==> src/rtl/mmio_timer_responder_pkg.sv <==
// Shared types and widths for the memory-mapped timer responder.
package mmio_timer_responder_pkg;

   localparam int unsigned WIDTH_DATA        = 32;
   localparam int unsigned WIDTH_LATENCY_CNT = 4;

   typedef enum logic [1:0] {
      IDLE,
      BUSY,
      RESP
   } state_mmio_t;

   typedef enum logic [1:0] {
      REG_CTRL,
      REG_COUNT,
      REG_COMPARE,
      REG_STATUS
   } reg_offset_t;

   // Same encoding as the CPU's data_inout_access_size.
   typedef enum logic [1:0] {
      SIZE_32,
      SIZE_16,
      SIZE_8,
      SIZE_RSVD
   } access_size_t;

   typedef struct packed {
      logic auto_reload;
      logic irq_en;
      logic enable;
   } ctrl_t;

endpackage

==> src/rtl/mmio_timer_responder_if.sv <==
// CPU memory-bus signals between the CPU (master) and the timer responder (slave).
interface mmio_timer_responder_if;
   import mmio_timer_responder_pkg::*;

   logic                  req_mem_access;
   logic [WIDTH_DATA-1:0] addr;
   logic [WIDTH_DATA-1:0] data_in;
   logic                  data_inout_access_type;
   access_size_t          data_inout_access_size;
   logic [WIDTH_DATA-1:0] data_out;
   logic                  wait_for_mem;
   logic                  selected;
   logic                  interrupt;

   modport master (
      output req_mem_access, addr, data_in, data_inout_access_type, data_inout_access_size,
      input  data_out, wait_for_mem, selected, interrupt
   );

   modport slave (
      input  req_mem_access, addr, data_in, data_inout_access_type, data_inout_access_size,
      output data_out, wait_for_mem, selected, interrupt
   );

endinterface

==> src/rtl/mmio_lane_merge.sv <==
// Little-endian sub-word lane handling: read extraction and write merge.
module mmio_lane_merge
   import mmio_timer_responder_pkg::*;
(
   input  logic [WIDTH_DATA-1:0] i_word,
   input  logic [WIDTH_DATA-1:0] i_wdata,
   input  access_size_t          i_size,
   input  logic [1:0]            i_lane,
   output logic [WIDTH_DATA-1:0] o_rdata,
   output logic [WIDTH_DATA-1:0] o_merged,
   output logic [3:0]            o_be
);

   logic [4:0]            w_shamt;
   logic [WIDTH_DATA-1:0] w_low_mask;
   logic [WIDTH_DATA-1:0] w_bit_mask;

   // Lane select, byte enables, zero-extended read and merged write word.
   always_comb begin
      w_shamt    = 5'd0;
      w_low_mask = '1;
      o_be       = 4'b1111;
      case (i_size)
         SIZE_16: begin
            w_shamt    = {i_lane[1], 4'b0000};
            w_low_mask = 32'h0000_ffff;
            o_be       = 4'b0011 << {i_lane[1], 1'b0};
         end
         SIZE_8: begin
            w_shamt    = {i_lane, 3'b000};
            w_low_mask = 32'h0000_00ff;
            o_be       = 4'b0001 << i_lane;
         end
         default: ;
      endcase
      for (int b = 0; b < 4; b++) begin
         w_bit_mask[8*b +: 8] = {8{o_be[b]}};
      end
      o_rdata  = (i_word >> w_shamt) & w_low_mask;
      o_merged = (i_word & ~w_bit_mask) | ((i_wdata << w_shamt) & w_bit_mask);
   end

endmodule

==> src/rtl/mmio_timer_responder.sv <==
// Memory-mapped timer/interrupt peripheral answering on the CPU memory bus.
module mmio_timer_responder
   import mmio_timer_responder_pkg::*;
#(
   parameter logic [WIDTH_DATA-1:0] BASE_ADDR = 32'hffff_0000,
   parameter int unsigned           LATENCY   = 2,
   parameter int unsigned           PRESCALE  = 1
) (
   input logic                    i_clk,
   input logic                    i_rst,
   mmio_timer_responder_if.slave  bus_if
);

   localparam logic [WIDTH_LATENCY_CNT-1:0] LAT_LOAD = WIDTH_LATENCY_CNT'(LATENCY - 1);
   localparam logic [WIDTH_DATA-1:0]        PRE_LAST = WIDTH_DATA'(PRESCALE - 1);

   state_mmio_t                  r_state, w_state_nxt;
   logic [WIDTH_LATENCY_CNT-1:0] r_lat_cnt;
   reg_offset_t                  r_off;
   logic [1:0]                   r_lane;
   logic                         r_type;
   access_size_t                 r_size;
   logic [WIDTH_DATA-1:0]        r_wdata;

   ctrl_t                        r_ctrl, w_ctrl_nxt;
   logic [WIDTH_DATA-1:0]        r_count, w_count_nxt, w_count_inc;
   logic [WIDTH_DATA-1:0]        r_compare, w_compare_nxt;
   logic                         r_pending, w_pending_nxt;
   logic [WIDTH_DATA-1:0]        r_pre, w_pre_nxt;

   logic [WIDTH_DATA-1:0]        r_data_out;
   logic                         r_wait, r_sel, r_irq;

   logic                         w_hit, w_accept, w_commit, w_rd, w_wr;
   logic                         w_tick, w_match, w_wr_count, w_clear;
   logic [WIDTH_DATA-1:0]        w_reg_word, w_rdata, w_merged;
   logic [3:0]                   w_be;

   assign w_hit = bus_if.req_mem_access
               && (bus_if.addr[31:4] == BASE_ADDR[31:4])
               && (bus_if.data_inout_access_size != SIZE_RSVD);

   // Next-state logic; w_commit marks the edge that enters RESP.
   always_comb begin
      w_state_nxt = r_state;
      w_commit    = 1'b0;
      case (r_state)
         IDLE: if (w_hit) w_state_nxt = BUSY;
         BUSY: begin
            if ((r_lat_cnt == '0) && r_wait) begin
               w_state_nxt = RESP;
               w_commit    = 1'b1;
            end
         end
         RESP:    w_state_nxt = w_hit ? BUSY : IDLE;
         default: w_state_nxt = IDLE;
      endcase
   end

   // FSM state register.
   always_ff @(posedge i_clk) begin
      if (i_rst) r_state <= IDLE;
      else       r_state <= w_state_nxt;
   end

   assign w_accept = (w_state_nxt == BUSY) && (r_state != BUSY);
   assign w_rd     = w_commit && !r_type;
   assign w_wr     = w_commit && r_type;

   // Request capture and wait-cycle down-counter.
   always_ff @(posedge i_clk) begin
      if (i_rst) begin
         r_lat_cnt <= '0;
         r_off     <= REG_CTRL;
         r_lane    <= 2'b00;
         r_type    <= 1'b0;
         r_size    <= SIZE_32;
         r_wdata   <= '0;
      end else if (w_accept) begin
         r_lat_cnt <= LAT_LOAD;
         r_off     <= reg_offset_t'(bus_if.addr[3:2]);
         r_lane    <= bus_if.addr[1:0];
         r_type    <= bus_if.data_inout_access_type;
         r_size    <= bus_if.data_inout_access_size;
         r_wdata   <= bus_if.data_in;
      end else if ((r_state == BUSY) && (r_lat_cnt != '0)) begin
         r_lat_cnt <= r_lat_cnt - WIDTH_LATENCY_CNT'(1);
      end
   end

   // Register read mux for the latched offset.
   always_comb begin
      w_reg_word = '0;
      case (r_off)
         REG_CTRL:    w_reg_word = WIDTH_DATA'(r_ctrl);
         REG_COUNT:   w_reg_word = r_count;
         REG_COMPARE: w_reg_word = r_compare;
         REG_STATUS:  w_reg_word = WIDTH_DATA'(r_pending);
         default:     w_reg_word = '0;
      endcase
   end

   mmio_lane_merge u_lane_merge (
      .i_word   (w_reg_word),
      .i_wdata  (r_wdata),
      .i_size   (r_size),
      .i_lane   (r_lane),
      .o_rdata  (w_rdata),
      .o_merged (w_merged),
      .o_be     (w_be)
   );

   // Timer and register next values; CPU COUNT write beats the increment, match beats clear.
   always_comb begin
      w_tick      = r_ctrl.enable && (r_pre == PRE_LAST);
      w_pre_nxt   = r_pre;
      if (r_ctrl.enable) w_pre_nxt = w_tick ? '0 : r_pre + WIDTH_DATA'(1);
      w_count_inc = r_count + WIDTH_DATA'(1);
      w_wr_count  = w_wr && (r_off == REG_COUNT);
      w_match     = w_tick && !w_wr_count && (w_count_inc == r_compare);
      w_clear     = w_wr && (r_off == REG_STATUS) && w_be[0] && w_merged[0];

      w_count_nxt = r_count;
      if (w_tick) w_count_nxt = (w_match && r_ctrl.auto_reload) ? '0 : w_count_inc;
      if (w_wr_count) w_count_nxt = w_merged;

      w_compare_nxt = (w_wr && (r_off == REG_COMPARE)) ? w_merged : r_compare;
      w_ctrl_nxt    = (w_wr && (r_off == REG_CTRL)) ? ctrl_t'(w_merged[2:0]) : r_ctrl;
      w_pending_nxt = w_match || (r_pending && !w_clear);
   end

   // Timer and register file state.
   always_ff @(posedge i_clk) begin
      if (i_rst) begin
         r_ctrl    <= '0;
         r_count   <= '0;
         r_compare <= '0;
         r_pending <= 1'b0;
         r_pre     <= '0;
      end else begin
         r_ctrl    <= w_ctrl_nxt;
         r_count   <= w_count_nxt;
         r_compare <= w_compare_nxt;
         r_pending <= w_pending_nxt;
         r_pre     <= w_pre_nxt;
      end
   end

   // Registered bus outputs, derived from next state.
   always_ff @(posedge i_clk) begin
      if (i_rst) begin
         r_data_out <= '0;
         r_wait     <= 1'b0;
         r_sel      <= 1'b0;
         r_irq      <= 1'b0;
      end else begin
         if (w_rd) r_data_out <= w_rdata;
         r_wait <= (w_state_nxt == BUSY);
         r_sel  <= (w_state_nxt != IDLE);
         r_irq  <= w_pending_nxt && w_ctrl_nxt.irq_en;
      end
   end

   assign bus_if.data_out     = r_data_out;
   assign bus_if.wait_for_mem = r_wait;
   assign bus_if.selected     = r_sel;
   assign bus_if.interrupt    = r_irq;

endmodule
==> src/flat_wrapper.sv <==
// flat-port wrapper written by rule: the top's interface ports become plain ports
module mmio_timer_responder_flat import mmio_timer_responder_pkg::*;
#(
   parameter logic [WIDTH_DATA-1:0] BASE_ADDR = 32'hffff_0000,
   parameter int unsigned           LATENCY   = 2,
   parameter int unsigned           PRESCALE  = 1
)
  (i_clk, i_rst, bus_if_req_mem_access, bus_if_addr, bus_if_data_in, bus_if_data_inout_access_type, bus_if_data_inout_access_size, bus_if_data_out, bus_if_wait_for_mem, bus_if_selected, bus_if_interrupt);
  mmio_timer_responder_if bus_if_i ();
  input logic i_clk;
  input logic i_rst;
  input wire logic [$bits(bus_if_i.req_mem_access)-1:0] bus_if_req_mem_access;
  input wire logic [$bits(bus_if_i.addr)-1:0] bus_if_addr;
  input wire logic [$bits(bus_if_i.data_in)-1:0] bus_if_data_in;
  input wire logic [$bits(bus_if_i.data_inout_access_type)-1:0] bus_if_data_inout_access_type;
  input wire logic [$bits(bus_if_i.data_inout_access_size)-1:0] bus_if_data_inout_access_size;
  output wire logic [$bits(bus_if_i.data_out)-1:0] bus_if_data_out;
  output wire logic [$bits(bus_if_i.wait_for_mem)-1:0] bus_if_wait_for_mem;
  output wire logic [$bits(bus_if_i.selected)-1:0] bus_if_selected;
  output wire logic [$bits(bus_if_i.interrupt)-1:0] bus_if_interrupt;
  assign bus_if_i.req_mem_access = bus_if_req_mem_access;
  assign bus_if_i.addr = bus_if_addr;
  assign bus_if_i.data_in = bus_if_data_in;
  assign bus_if_i.data_inout_access_type = bus_if_data_inout_access_type;
  assign bus_if_i.data_inout_access_size = bus_if_data_inout_access_size;
  assign bus_if_data_out = bus_if_i.data_out;
  assign bus_if_wait_for_mem = bus_if_i.wait_for_mem;
  assign bus_if_selected = bus_if_i.selected;
  assign bus_if_interrupt = bus_if_i.interrupt;
  mmio_timer_responder #(.BASE_ADDR(BASE_ADDR), .LATENCY(LATENCY), .PRESCALE(PRESCALE)) u_core (.i_clk(i_clk), .i_rst(i_rst), .bus_if(bus_if_i));
endmodule
==> config.mk <==
export PLATFORM = sky130hd
export DESIGN_NAME = mmio_timer_responder_flat
export DESIGN_NICKNAME = d
export VERILOG_FILES = /design/src/rtl/mmio_timer_responder_pkg.sv /design/src/rtl/mmio_timer_responder_if.sv /design/src/rtl/mmio_lane_merge.sv /design/src/rtl/mmio_timer_responder.sv /design/src/flat_wrapper.sv
export SDC_FILE = /design/constraint.sdc
export NUM_CORES = 1
export LEC_CHECK = 0
export BUFFER_PORTS_ARGS = -buffer_cell sky130_fd_sc_hd__buf_2
export CAP_MARGIN = 20
export CORE_MARGIN = 2
export CORE_UTILIZATION = 51
export CTS_CLUSTER_DIAMETER = 80
export CTS_CLUSTER_SIZE = 40
export DETAILED_ROUTE_END_ITERATION = 16
export PLACE_DENSITY = 0.72
export REMOVE_ABC_BUFFERS = 1
export SYNTH_ARGS = -nofsm -noshare
export SYNTH_HDL_FRONTEND = slang
export SYNTH_SLANG_ARGS = --single-unit
export TNS_END_PERCENT = 5
==> constraint.sdc <==
create_clock -name i_clk -period 5.2 [get_ports i_clk]
set_input_delay 0.26 -clock i_clk [delete_from_list [all_inputs] [get_ports i_clk]]
set_output_delay 0.26 -clock i_clk [all_outputs]
set_load 0.005 [all_outputs]
==> results of run 1 <==
[Yosys cell counts, drive strengths merged, types with 2 or more instances]
library cell / number / share of area [%]
o32ai: 2 / 0.17
nor4b: 5 / 0.48
a221oi: 11 / 0.92
a211oi: 29 / 2.1
a32oi: 7 / 0.58
xor2: 35 / 2.9
nor4: 22 / 1.5
or4: 6 / 0.46
nand2b: 5 / 0.30
nor3: 52 / 2.7
ha: 8 / 0.95
a21oi: 148 / 7.0
or3: 11 / 0.65
a2111oi: 4 / 0.33
o22ai: 7 / 0.42
and4: 7 / 0.58
and3: 16 / 0.95
mux2i: 13 / 1.2
o21a: 4 / 0.29
a22oi: 33 / 2.4
inv: 21 / 0.75
o211ai: 9 / 0.64
a22o: 16 / 1.3
nand3b: 2 / 0.14
nor2b: 6 / 0.36
nand4: 27 / 1.8
a311oi: 8 / 0.67
a41oi: 7 / 0.58
and2: 11 / 0.65
dfxtp: 180 / 34
xnor2: 43 / 3.6
mux2: 6 / 0.64
nand2: 199 / 7.1
nand3: 44 / 2.2
nor2: 178 / 6.4
a21boi: 6 / 0.43
or2: 4 / 0.24
a21o: 15 / 1.1
buf: 30 / 1.5
o21ai: 54 / 2.6
a31oi: 16 / 0.95
nor3b: 7 / 0.50
o2111ai: 3 / 0.25
clkbuf: 82 / 2.9
[power by group]
group          leakage [nW]  switching, mW  internal, mW
clock network         0.288          0.662         0.649
registers              1.45        0.00932          1.38
logic                  2.45         0.0598        0.0441
[cells by family after synthesis]
| logic type | share of synthesized area [%] |
|---|---|
| AO/OA/AOI/OAI | 23.4 |
| AND/OR/NAND/NOR | 27.4 |
| adder cells (fa/ha/maj) | 0.952 |
| flip-flops | 34.3 |
| multiplexers | 2.09 |
| XOR/XNOR | 6.71 |
| buffers and inverters | 5.26 |
[critical path, stage by stage, from the launching register on]
cell	delay [ns]
dfxtp_1	0.47
ha_1	0.35
nand3_1	0.25
nor4_1	0.48
nand4_1	0.26
xnor2_1	0.20
or4bb_1	0.51
or4_1	0.54
or4_4	0.59
buf_4	0.25
a32oi_1	0.23
o21ai_0	0.11
[per-layer routing]
layer	wire length, µm	GRT usage (%)	vias to the layer above	part of all wire, %
met5	0	0	-	0
met4	1090	11.3	0	3.2
met3	2780	5.71	72	8.3
met2	15200	47.5	467	45
met1	14500	42.4	5114	43
li1	-	-	5129	-
[how the worst max path moves through the flow]
| stage | from | endpoint | slack, ns | cells past startpoint |
|---|---|---|---|---|
| final | u_core.r_count[0] | u_core.r_count[4] | 0.84 | 11 |
| after CTS | u_core.r_count[0] | u_core.r_count[11] | 0.96 | 10 |
| after floorplan | u_core.r_off[0] | u_core.r_count[23] | 0.97 | 8 |
| after global routing | u_core.r_count[0] | u_core.r_count[11] | 0.54 | 10 |
| after detailed placement | u_core.r_count[0] | u_core.r_count[3] | 0.99 | 11 |
| after global placement | u_core.r_count[0] | u_core.r_count[6] | 1.11 | 11 |
[registers in the layout, indices dropped and copies added (netlist names), 2 cells and up]
signal	flops
u_core.r_compare	32
u_core.r_wdata	32
u_core.bus_if.data_out	32
u_core.r_size	2
u_core.r_state	2
u_core.r_count	32
u_core.r_lat_cnt	4
u_core.r_lane	2
u_core.r_off	2
u_core.r_pre	32
u_core.r_ctrl	3
[placed cells by master, fill, tap and decap left out, types with 29 or more instances in the layout]
cell type  count
a211oi_1      29
dfxtp_1      180
buf_2        103
nor3_1        48
xor2_1        35
o21ai_0       50
a22oi_1       33
nand2_1      199
nand3_1       41
xnor2_1       43
nor2_1       178
a21oi_1      148
[layout make-up]
cell class | instances | area, µm² | share of cell area, %
clock buffers | 18 | 429 | 3.66
flip-flops and latches | 180 | 3600 | 30.8
repair buffers | 127 | 723 | 6.17
well taps | 270 | 338 | 2.88
multi-input cells | 1100 | 6370 | 54.4
clock inverters | 14 | 161 | 1.38
inverters | 22 | 82.6 | 0.705
[stage by stage]
| stage | worst slack, ns | util [%] | hold WS (ns) | std cells |
|---|---|---|---|---|
| final | 0.845 | 57.9 | 0.0414 | 1731 |
| after global routing | 0.540 | 57.9 | 0.0450 | 1731 |
| after CTS | 0.964 | 57.7 | 0.0366 | 1730 |
| after detailed placement | 0.989 | 54.8 | 0.449 | 1698 |
| after global placement | 1.11 | 54.8 | 0.444 | 1697 |
| after floorplan | 0.975 | - | 0.329 | 1302 |
==> flow_metrics.py, run 1 <==
metrics = {
    "detailed_routing": {
        "drcViolationCount": 0,
        "first_pass_iters": 8,
        "via_per_inst": 6.23,
        "drt_iter0_drc": 1328,
        "vias": 10800,
        "ant_nets": 0,
        "wl_per_cell_um": 19.4,
        "wl_um": 33600,
    },
    "sta": {
        "finalMaxSlewViolations": 0,
        "max_slew_margin_pct": 29.2,
        "rsz0062_at_grt": "no",
        "final.setup.tns_ns": 0,
        "setup_viol": 0,
        "final_hold_viol_count": 0,
        "fin_skew_ns": 0.0198,
        "max_freq_ghz": 0.230,
        "finalCritPeriodShare_pct": 83.8,
        "worst_pin_slew_ns": 1.05,
        "fin_crit_ns": 4.36,
    },
    "finish": {
        "final_area_um2": 11700,
        "nNetsFinal": 1526,
        "area_growth_pct": 11.3,
        "drive_gt1_share_pct": 12.8,
        "fillCellCount": 1961,
        "insertedDiodeCount": 0,
    },
    "global_route": {
        "grt_pass1_vias": 9928,
        "grt_pass1_wl_um": 53200,
        "antenna_found_initial": 0,
        "groute.usage.overall_pct": 30.6,
        "grt_overflow": 0,
        "grt_max_degree": 63,
    },
    "pwr": {
        "p_leak_nw": 4.18,
        "p_per_area_nw_per_um2": 240,
        "p_total_mw": 2.81,
        "ir_drop_mv": 0.202,
    },
    "setup_path": {
        "arrival_ns": 4.68,
        "startpoint_type": "flop",
        "cp.required_ns": 5.52,
        "endpoint_kind": "flop",
        "rrSetupSlack_ns": 0.84,
        "worst_r2r_path_depth": 11,
        "crit_type": "flop to flop",
        "r2r-start": "u_core.r_count[0]",
        "worstPathMaxFanout": 21,
        "r2r_end": "u_core.r_count[4]",
    },
    "die": {
        "die_x_um": 148,
        "core.rowCount": 52,
        "dieHeight_um": 148,
        "dieArea_um2": 21800,
        "start_util_pct": 52.0,
        "core_um2": 20200,
        "io_pins": 105,
    },
    "synth": {
        "synth_warnings": 0,
        "ys_types": 72,
        "synth_edf_count": 0,
        "postSynthAreaPerCell_um2": 7.44,
        "seq_area_frac_synth_pct": 34.3,
        "synth_top_flop_cell": "dfxtp_1",
        "ys_seq_elements": 180,
        "synthCells": 1414,
        "netlist_area_um2": 10500,
        "ys_async_sr_fraction_pct": 0,
    },
    "cts": {
        "clockBufferDepth": 2,
        "cts_tree": "yes",
        "clk_pin_slew_ns": 0.08,
        "cts_resized": 0,
        "cts_sinks": 180,
        "clock-root-buffer": "clkbuf_16",
        "h-tree-depth": 4,
        "cts_buffers": 17,
        "insertion_delay_ns": 0.45,
        "cts_setup_buffers": 0,
        "holdBufCountCts": 0,
    },
    "run": {
        "cap_violations": 0,
    },
    "placed_design": {
        "placement.io_buffers": 104,
        "place_area_um2": 11100,
        "gp_congestion": 0.999,
        "post-dp-hpwl_um": 24200,
    },
    "worst_hold_path": {
        "min_path_cells": 3,
        "min_to": "u_core.r_type",
        "hp-start": "bus_if_data_inout_access_type",
        "hp-class": "input pin to flop",
    },
    "run_status": {
        "status": "finished clean",
    },
}
No activity file was read; power rests on OpenSTA's default activity.
==> run 2: changes to the inputs <==
==> constraint.sdc (replaced) <==
create_clock -name i_clk -period 4.08 [get_ports i_clk]
set_input_delay 0.204 -clock i_clk [delete_from_list [all_inputs] [get_ports i_clk]]
set_output_delay 0.204 -clock i_clk [all_outputs]
set_load 0.005 [all_outputs]
==> run 2 against run 1 <==
Compared with the run above: total power grew 28%; core utilization grew 1.7 points; critical endpoint is now u_core.r_count[9]; register-to-register slack lost 0.73 ns; first-iteration DRC count shrank 4.7%.
==> flow_metrics.py, run 2 (synthesis results as in run 1) <==
metrics = {
    "die": {
        "start_util_pct": 52.0,
        "dieHeight_um": 148,
        "io_pins": 105,
        "dieArea_um2": 21800,
        "core_um2": 20200,
        "core.rowCount": 52,
        "die_x_um": 148,
    },
    "global_route": {
        "grt_overflow": 0,
        "grt_pass1_vias": 10200,
        "grt_pass1_wl_um": 55700,
        "antenna_found_initial": 0,
        "grt_max_degree": 63,
        "groute.usage.overall_pct": 32.3,
    },
    "pwr": {
        "p_total_mw": 3.59,
        "p_per_area_nw_per_um2": 297,
        "p_leak_nw": 4.36,
        "ir_drop_mv": 0.287,
    },
    "placed_design": {
        "placement.io_buffers": 104,
        "preCtsSetupSlack_ns": 0.174,
        "post-dp-hpwl_um": 25500,
        "gp_congestion": 1.00,
    },
    "detailed_routing": {
        "drcViolationCount": 0,
        "vias": 11100,
        "first_pass_iters": 5,
        "wl_um": 35200,
        "via_per_inst": 6.24,
        "drt_iter0_drc": 1266,
        "ant_nets": 0,
        "wl_per_cell_um": 19.9,
    },
    "setup_path": {
        "r2r-start": "u_core.r_count[0]",
        "arrival_ns": 4.29,
        "startpoint_type": "flop",
        "startpoint": "u_core.r_count[0]",
        "worstPathMaxFanout": 17,
        "cp.required_ns": 4.41,
        "crit_type": "flop to flop",
        "endpoint_kind": "flop",
    },
    "run_status": {
        "status": "finished clean",
    },
    "sta": {
        "max_freq_ghz": 0.252,
        "fin_crit_ns": 3.96,
        "finalCritPeriodShare_pct": 97.2,
        "final_hold_viol_count": 0,
        "max_slew_margin_pct": 26.1,
        "setup_ws_ns": 0.116,
        "rsz0062_at_grt": "no",
        "worst_pin_slew_ns": 1.11,
        "fin_skew_ns": 0.0146,
        "setup_viol": 0,
        "hold_ws_ns": 0.00459,
        "finalMaxSlewViolations": 0,
    },
    "finish": {
        "layout_commonest_cell": "nand2_1",
        "area_growth_pct": 14.7,
        "fillCellCount": 1883,
        "nNetsFinal": 1566,
        "insertedDiodeCount": 0,
        "drive_gt1_share_pct": 14.1,
        "layout_common_cells": "nand2_1, dfxtp_1, nor2_1, a21oi_1, buf_2",
    },
    "worst_hold_path": {
        "hp-start": "bus_if_data_inout_access_size[1]",
        "hp-class": "input pin to flop",
    },
    "cts": {
        "insertion_delay_ns": 0.45,
        "clockBufferDepth": 2,
        "cts_sinks": 180,
        "cts_setup_buffers": 0,
        "clk_pin_slew_ns": 0.07,
        "h-tree-depth": 4,
        "cts_buffers": 17,
        "cts_tree": "yes",
        "clock-root-buffer": "clkbuf_16",
    },
    "run": {
        "cap_violations": 0,
    },
}
## run 2: cell types whose count changed in the layout (fill, tap and decap cells not counted), moves of 2 or more
cell           delta
buf_4            +23
clkinv_8          -2
dlygate4sd3_1    +17
inv_6             -2
inv_8             +3
## run 2: timing repair
item,4_1_cts,5_1_grt
hold buffers,17,0
endpoints found under the hold margin,17,0
endpoints found under the setup margin,0,9
gates resized for setup,0,2
## run 2: final timing paths
kind         slack [ns]  depth (start not counted)                   endpoint
min reg2reg        0.45                          2  u_core.bus_if.data_out[0]
max reg2reg        0.12                         11          u_core.r_count[9]
min               0.005                          3           u_core.r_size[1]
max                0.12                         11          u_core.r_count[9]
## run 2: stage by stage
step / util, % / std cells / TNS (ns) / area, µm²
5_1_grt: 59.6 / 1771 / 0 / 12100
6_report: 59.6 / 1771 / 0 / 12100
4_1_cts: 59.4 / 1769 / 0 / 12000
3_5_place_dp: 55.7 / 1720 / 0 / 11300
3_3_place_gp: 55.7 / 1720 / 0 / 11300
2_1_floorplan: - / 1302 / -1.29 / 10000
## run 2: area by class of cell
cell class / count / area (µm²) / area share (%)
clock buffers: 18 / 429 / 3.56
clock inverters: 14 / 156 / 1.30
inverters: 22 / 82.6 / 0.684
multi-input cells: 1100 / 6390 / 52.9
flip-flops and latches: 180 / 3600 / 29.9
well taps: 270 / 338 / 2.80
repair buffers: 167 / 1070 / 8.88
## run 2: worst max-delay path: stages, from the launching register on
cell       delay (ns)
dfxtp_1          0.34
ha_1             0.32
and3_1           0.39
nand4_4          0.24
nor3_2           0.29
o2111ai_1        0.14
or4_1            0.53
or4_1            0.52
or4_4            0.46
buf_4            0.22
a311oi_1         0.30
nor3_1           0.09
## run 2: power breakdown
group	internal, mW	switching [mW]
clock	0.827	0.834
combinational	0.0717	0.0841
sequential	1.76	0.0103
## run 2: layer usage
metal  share of wire [%]  vias up  global-route usage, %
met5                   0        -                      0
met4                 4.4        0                   14.8
met3                 8.7      100                   7.28
met2                  45      507                   49.3
met1                  42     5218                   43.6
li1                    -     5225                      -
==> run 3: changes to the inputs <==
--- a/config.mk
+++ b/config.mk
@@ -5,6 +5,7 @@
 export SDC_FILE = /design/constraint.sdc
 export NUM_CORES = 1
 export LEC_CHECK = 0
+export ABC_AREA = 1
 export BUFFER_PORTS_ARGS = -buffer_cell sky130_fd_sc_hd__buf_2
 export CAP_MARGIN = 20
 export CORE_MARGIN = 2
@@ -12,8 +13,8 @@
 export CTS_CLUSTER_DIAMETER = 80
 export CTS_CLUSTER_SIZE = 40
 export DETAILED_ROUTE_END_ITERATION = 16
+export GPL_TIMING_DRIVEN = 0
 export PLACE_DENSITY = 0.72
-export REMOVE_ABC_BUFFERS = 1
 export SYNTH_ARGS = -nofsm -noshare
 export SYNTH_HDL_FRONTEND = slang
 export SYNTH_SLANG_ARGS = --single-unit
==> run 3 against run 2 <==
Compared with the run above: core utilization up 0.26 points; sequential power about the same; largest cell class unchanged; critical endpoint is now u_core.r_count[23]; sequential share of layout area down 0.32 points; final cell count up 20%; non-clock buffer count up 24; critical path depth unchanged; clock skew down 0.0020 ns; worst setup slack better by 1.0 ns; largest power group unchanged.
==> flow_metrics.py, run 3 <==
metrics = {
    "run_status": {
        "status": "finished clean",
    },
    "synth": {
        "synth_compound_area_share_pct": 20.4,
        "synth_warnings": 0,
        "seq_area_frac_synth_pct": 33.9,
        "synth.mux.area_fraction_pct": 0.658,
        "synthCells": 1718,
        "syn_nets": 1796,
        "synth_fa_ha_area_share_pct": 0.940,
        "ys_top_cells_by_area": "dfxtp_1, nand2_1, inv_1",
        "ys_seq_elements": 180,
        "synth_top_family_by_area": "simple AND/OR/NAND/NOR gates",
        "synth_edf_count": 0,
        "netlist_top_cells_count": "nand2_1, inv_1, nor2_1, dfxtp_1, o21ai_0",
        "netlist_area_um2": 10600,
        "yosys.area.top_type": "dfxtp_1",
        "yosysMostFrequentCell": "nand2_1",
        "postSynthAreaPerCell_um2": 6.20,
        "ys_types": 46,
        "synth_top_cell_area_share_pct": 33.9,
        "yosys.area_share.xor_xnor_pct": 0.705,
        "synthSimpleGateAreaFrac_pct": 32.3,
        "ys_async_sr_fraction_pct": 0,
        "synth_top_flop_cell": "dfxtp_1",
    },
    "finish": {
        "area_growth_pct": 14.6,
        "layout_commonest_cell": "nand2_1",
        "layout_common_cells": "nand2_1, inv_1, nor2_1, dfxtp_1, o21ai_0",
        "nNetsFinal": 1929,
        "final_area_um2": 12200,
        "drive_gt1_share_pct": 9.18,
        "insertedDiodeCount": 0,
    },
    "sta": {
        "final_hold_viol_count": 0,
        "finalCritPeriodShare_pct": 72.6,
        "max_freq_ghz": 0.338,
        "fin_skew_ns": 0.0126,
        "worst_pin_slew_ns": 0.869,
        "final.setup.tns_ns": 0,
        "setup_viol": 0,
        "rsz0062_at_grt": "no",
        "max_slew_margin_pct": 41.4,
        "fin_crit_ns": 2.96,
        "finalMaxSlewViolations": 0,
    },
    "die": {
        "dieArea_um2": 22000,
        "start_util_pct": 52.3,
        "core.rowCount": 52,
        "dieHeight_um": 148,
        "die_x_um": 148,
        "io_pins": 105,
        "core_um2": 20400,
    },
    "detailed_routing": {
        "wl_per_cell_um": 17.5,
        "ant_nets": 0,
        "drt_iter0_drc": 1269,
        "drcViolationCount": 0,
        "vias": 11900,
        "wl_um": 37300,
        "via_per_inst": 5.59,
        "first_pass_iters": 7,
    },
    "cts": {
        "cts_tree": "yes",
        "cts_sinks": 180,
        "clock-root-buffer": "clkbuf_16",
        "cts_buffers": 17,
        "h-tree-depth": 4,
        "insertion_delay_ns": 0.44,
        "clk_pin_slew_ns": 0.08,
        "cts_resized": 0,
        "clockBufferDepth": 2,
    },
    "setup_path": {
        "path_cells": "inv_1 > ha_1 > a21oi_1 > inv_1 > clkbuf_1 > o21ai_0 > nand2_1 > o21ai_0 > o22ai_1 > inv_1 > a21oi_1",
        "startpoint_type": "flop",
        "cp.required_ns": 4.39,
        "endpoint_kind": "flop",
        "crit_type": "flop to flop",
        "crit_slowest_cell": "o21ai_0",
        "arrival_ns": 3.27,
        "cp_slowest_stage_delay_ns": 0.58,
        "worstPathMaxFanout": 10,
        "cp_common_cell": "inv_1",
    },
    "worst_hold_path": {
        "hp-class": "input pin to flop",
    },
    "global_route": {
        "grt_pass1_vias": 10800,
        "antenna_found_initial": 0,
        "grt_overflow": 0,
        "grt_max_degree": 17,
        "grt_pass1_wl_um": 57700,
        "groute.usage.overall_pct": 33.9,
    },
    "placed_design": {
        "gp_congestion": 1.03,
        "placement.io_buffers": 104,
        "post-dp-hpwl_um": 29600,
        "place_area_um2": 11500,
    },
    "pwr": {
        "p_per_area_nw_per_um2": 290,
        "p_leak_nw": 4.63,
        "ir_drop_mv": 0.285,
    },
    "run": {
        "cap_violations": 0,
    },
}
## run 3: cell count changes after synthesis, moves of 23 or more
cell,change
nand2_1,+230
inv_1,+203
o21ai_0,+98
nand3_1,+62
xnor2_1,-42
nor2_1,+34
a22oi_1,-33
o22ai_1,+33
xor2_1,-30
nor3_1,-27
a21oi_1,-23
## run 3: layout make-up
| class | count | area, µm² |
|---|---|---|
| fill | 2064 | 8170 |
| multi-input combinational | 1231 | 5860 |
| sequential | 180 | 3600 |
| inverter | 230 | 863 |
| timing repair buffer | 114 | 621 |
| clock buffer | 20 | 457 |
| tap | 270 | 338 |
| buffer | 77 | 317 |
| clock inverter | 11 | 139 |
## run 3: worst max-delay path, delay by kind of cell, from the launching register on
family | cells | cell delay, ns
buf+inv | 4 | 0.65
simple gates | 1 | 0.09
fa+ha+maj | 1 | 0.33
flops | 1 | 0.39
compound gates | 5 | 1.37
## run 3: metrics by stage
step | utilization [%] | power (mW) | hold WS [ns] | instances | setup slack, ns
floorplan | - | 1.83 | 0.339 | 1718 | 1.92
global placement | 56.5 | 1.88 | 0.425 | 2092 | 1.26
detailed placement | 56.5 | 1.88 | 0.430 | 2092 | 1.22
CTS | 59.9 | 3.55 | 0.00122 | 2133 | 1.20
global route | 59.9 | 3.63 | 0.00671 | 2133 | 0.966
finish | 59.9 | 3.54 | 0.00203 | 2133 | 1.12
## run 3: cells by family (layout without fill, tap and decap cells)
| family | count (synthesis) | after routing |
|---|---|---|
| simple gates | 821 | 821 |
| compound gates | 388 | 388 |
| buf+inv | 307 | 452 |
| flops | 180 | 180 |
| fa+ha+maj | 8 | 8 |
| xor+xnor | 7 | 7 |
| mux | 7 | 7 |
## run 3: power breakdown
group          switching, mW  internal [mW]  total [mW]  leakage [nW]
sequential     0.00000000136           1.76        1.76          1.45
combinational         0.0534         0.0387      0.0921          2.89
clock                  0.745          0.949        1.69         0.292
## run 3: final timing paths
path,to,cells after the start,from,slack [ns]
worst min register to register,u_core.bus_if.data_out[26],2,u_core.bus_if.data_out[26],0.47
worst max-delay path,u_core.r_count[23],11,u_core.r_size[0],1.12
worst min-delay path,u_core.r_wdata[20],3,bus_if_data_in[20],0.002
worst max register to register,u_core.r_count[23],11,u_core.r_size[0],1.12
## run 3: layer usage
| metal | GRT usage (%) | wire, µm | up-vias |
|---|---|---|---|
| met5 | 0 | 0 | - |
| li1 | - | - | 5858 |
| met4 | 15.5 | 1700 | 0 |
| met2 | 54.7 | 16900 | 562 |
| met3 | 5.31 | 3100 | 87 |
| met1 | 44.9 | 15600 | 5413 |
## run 3: what timing repair did
action                    in CTS  in global routing
buffers inserted               0                  0
hold buffers                  10                  0
hold endpoints to repair      10                  0
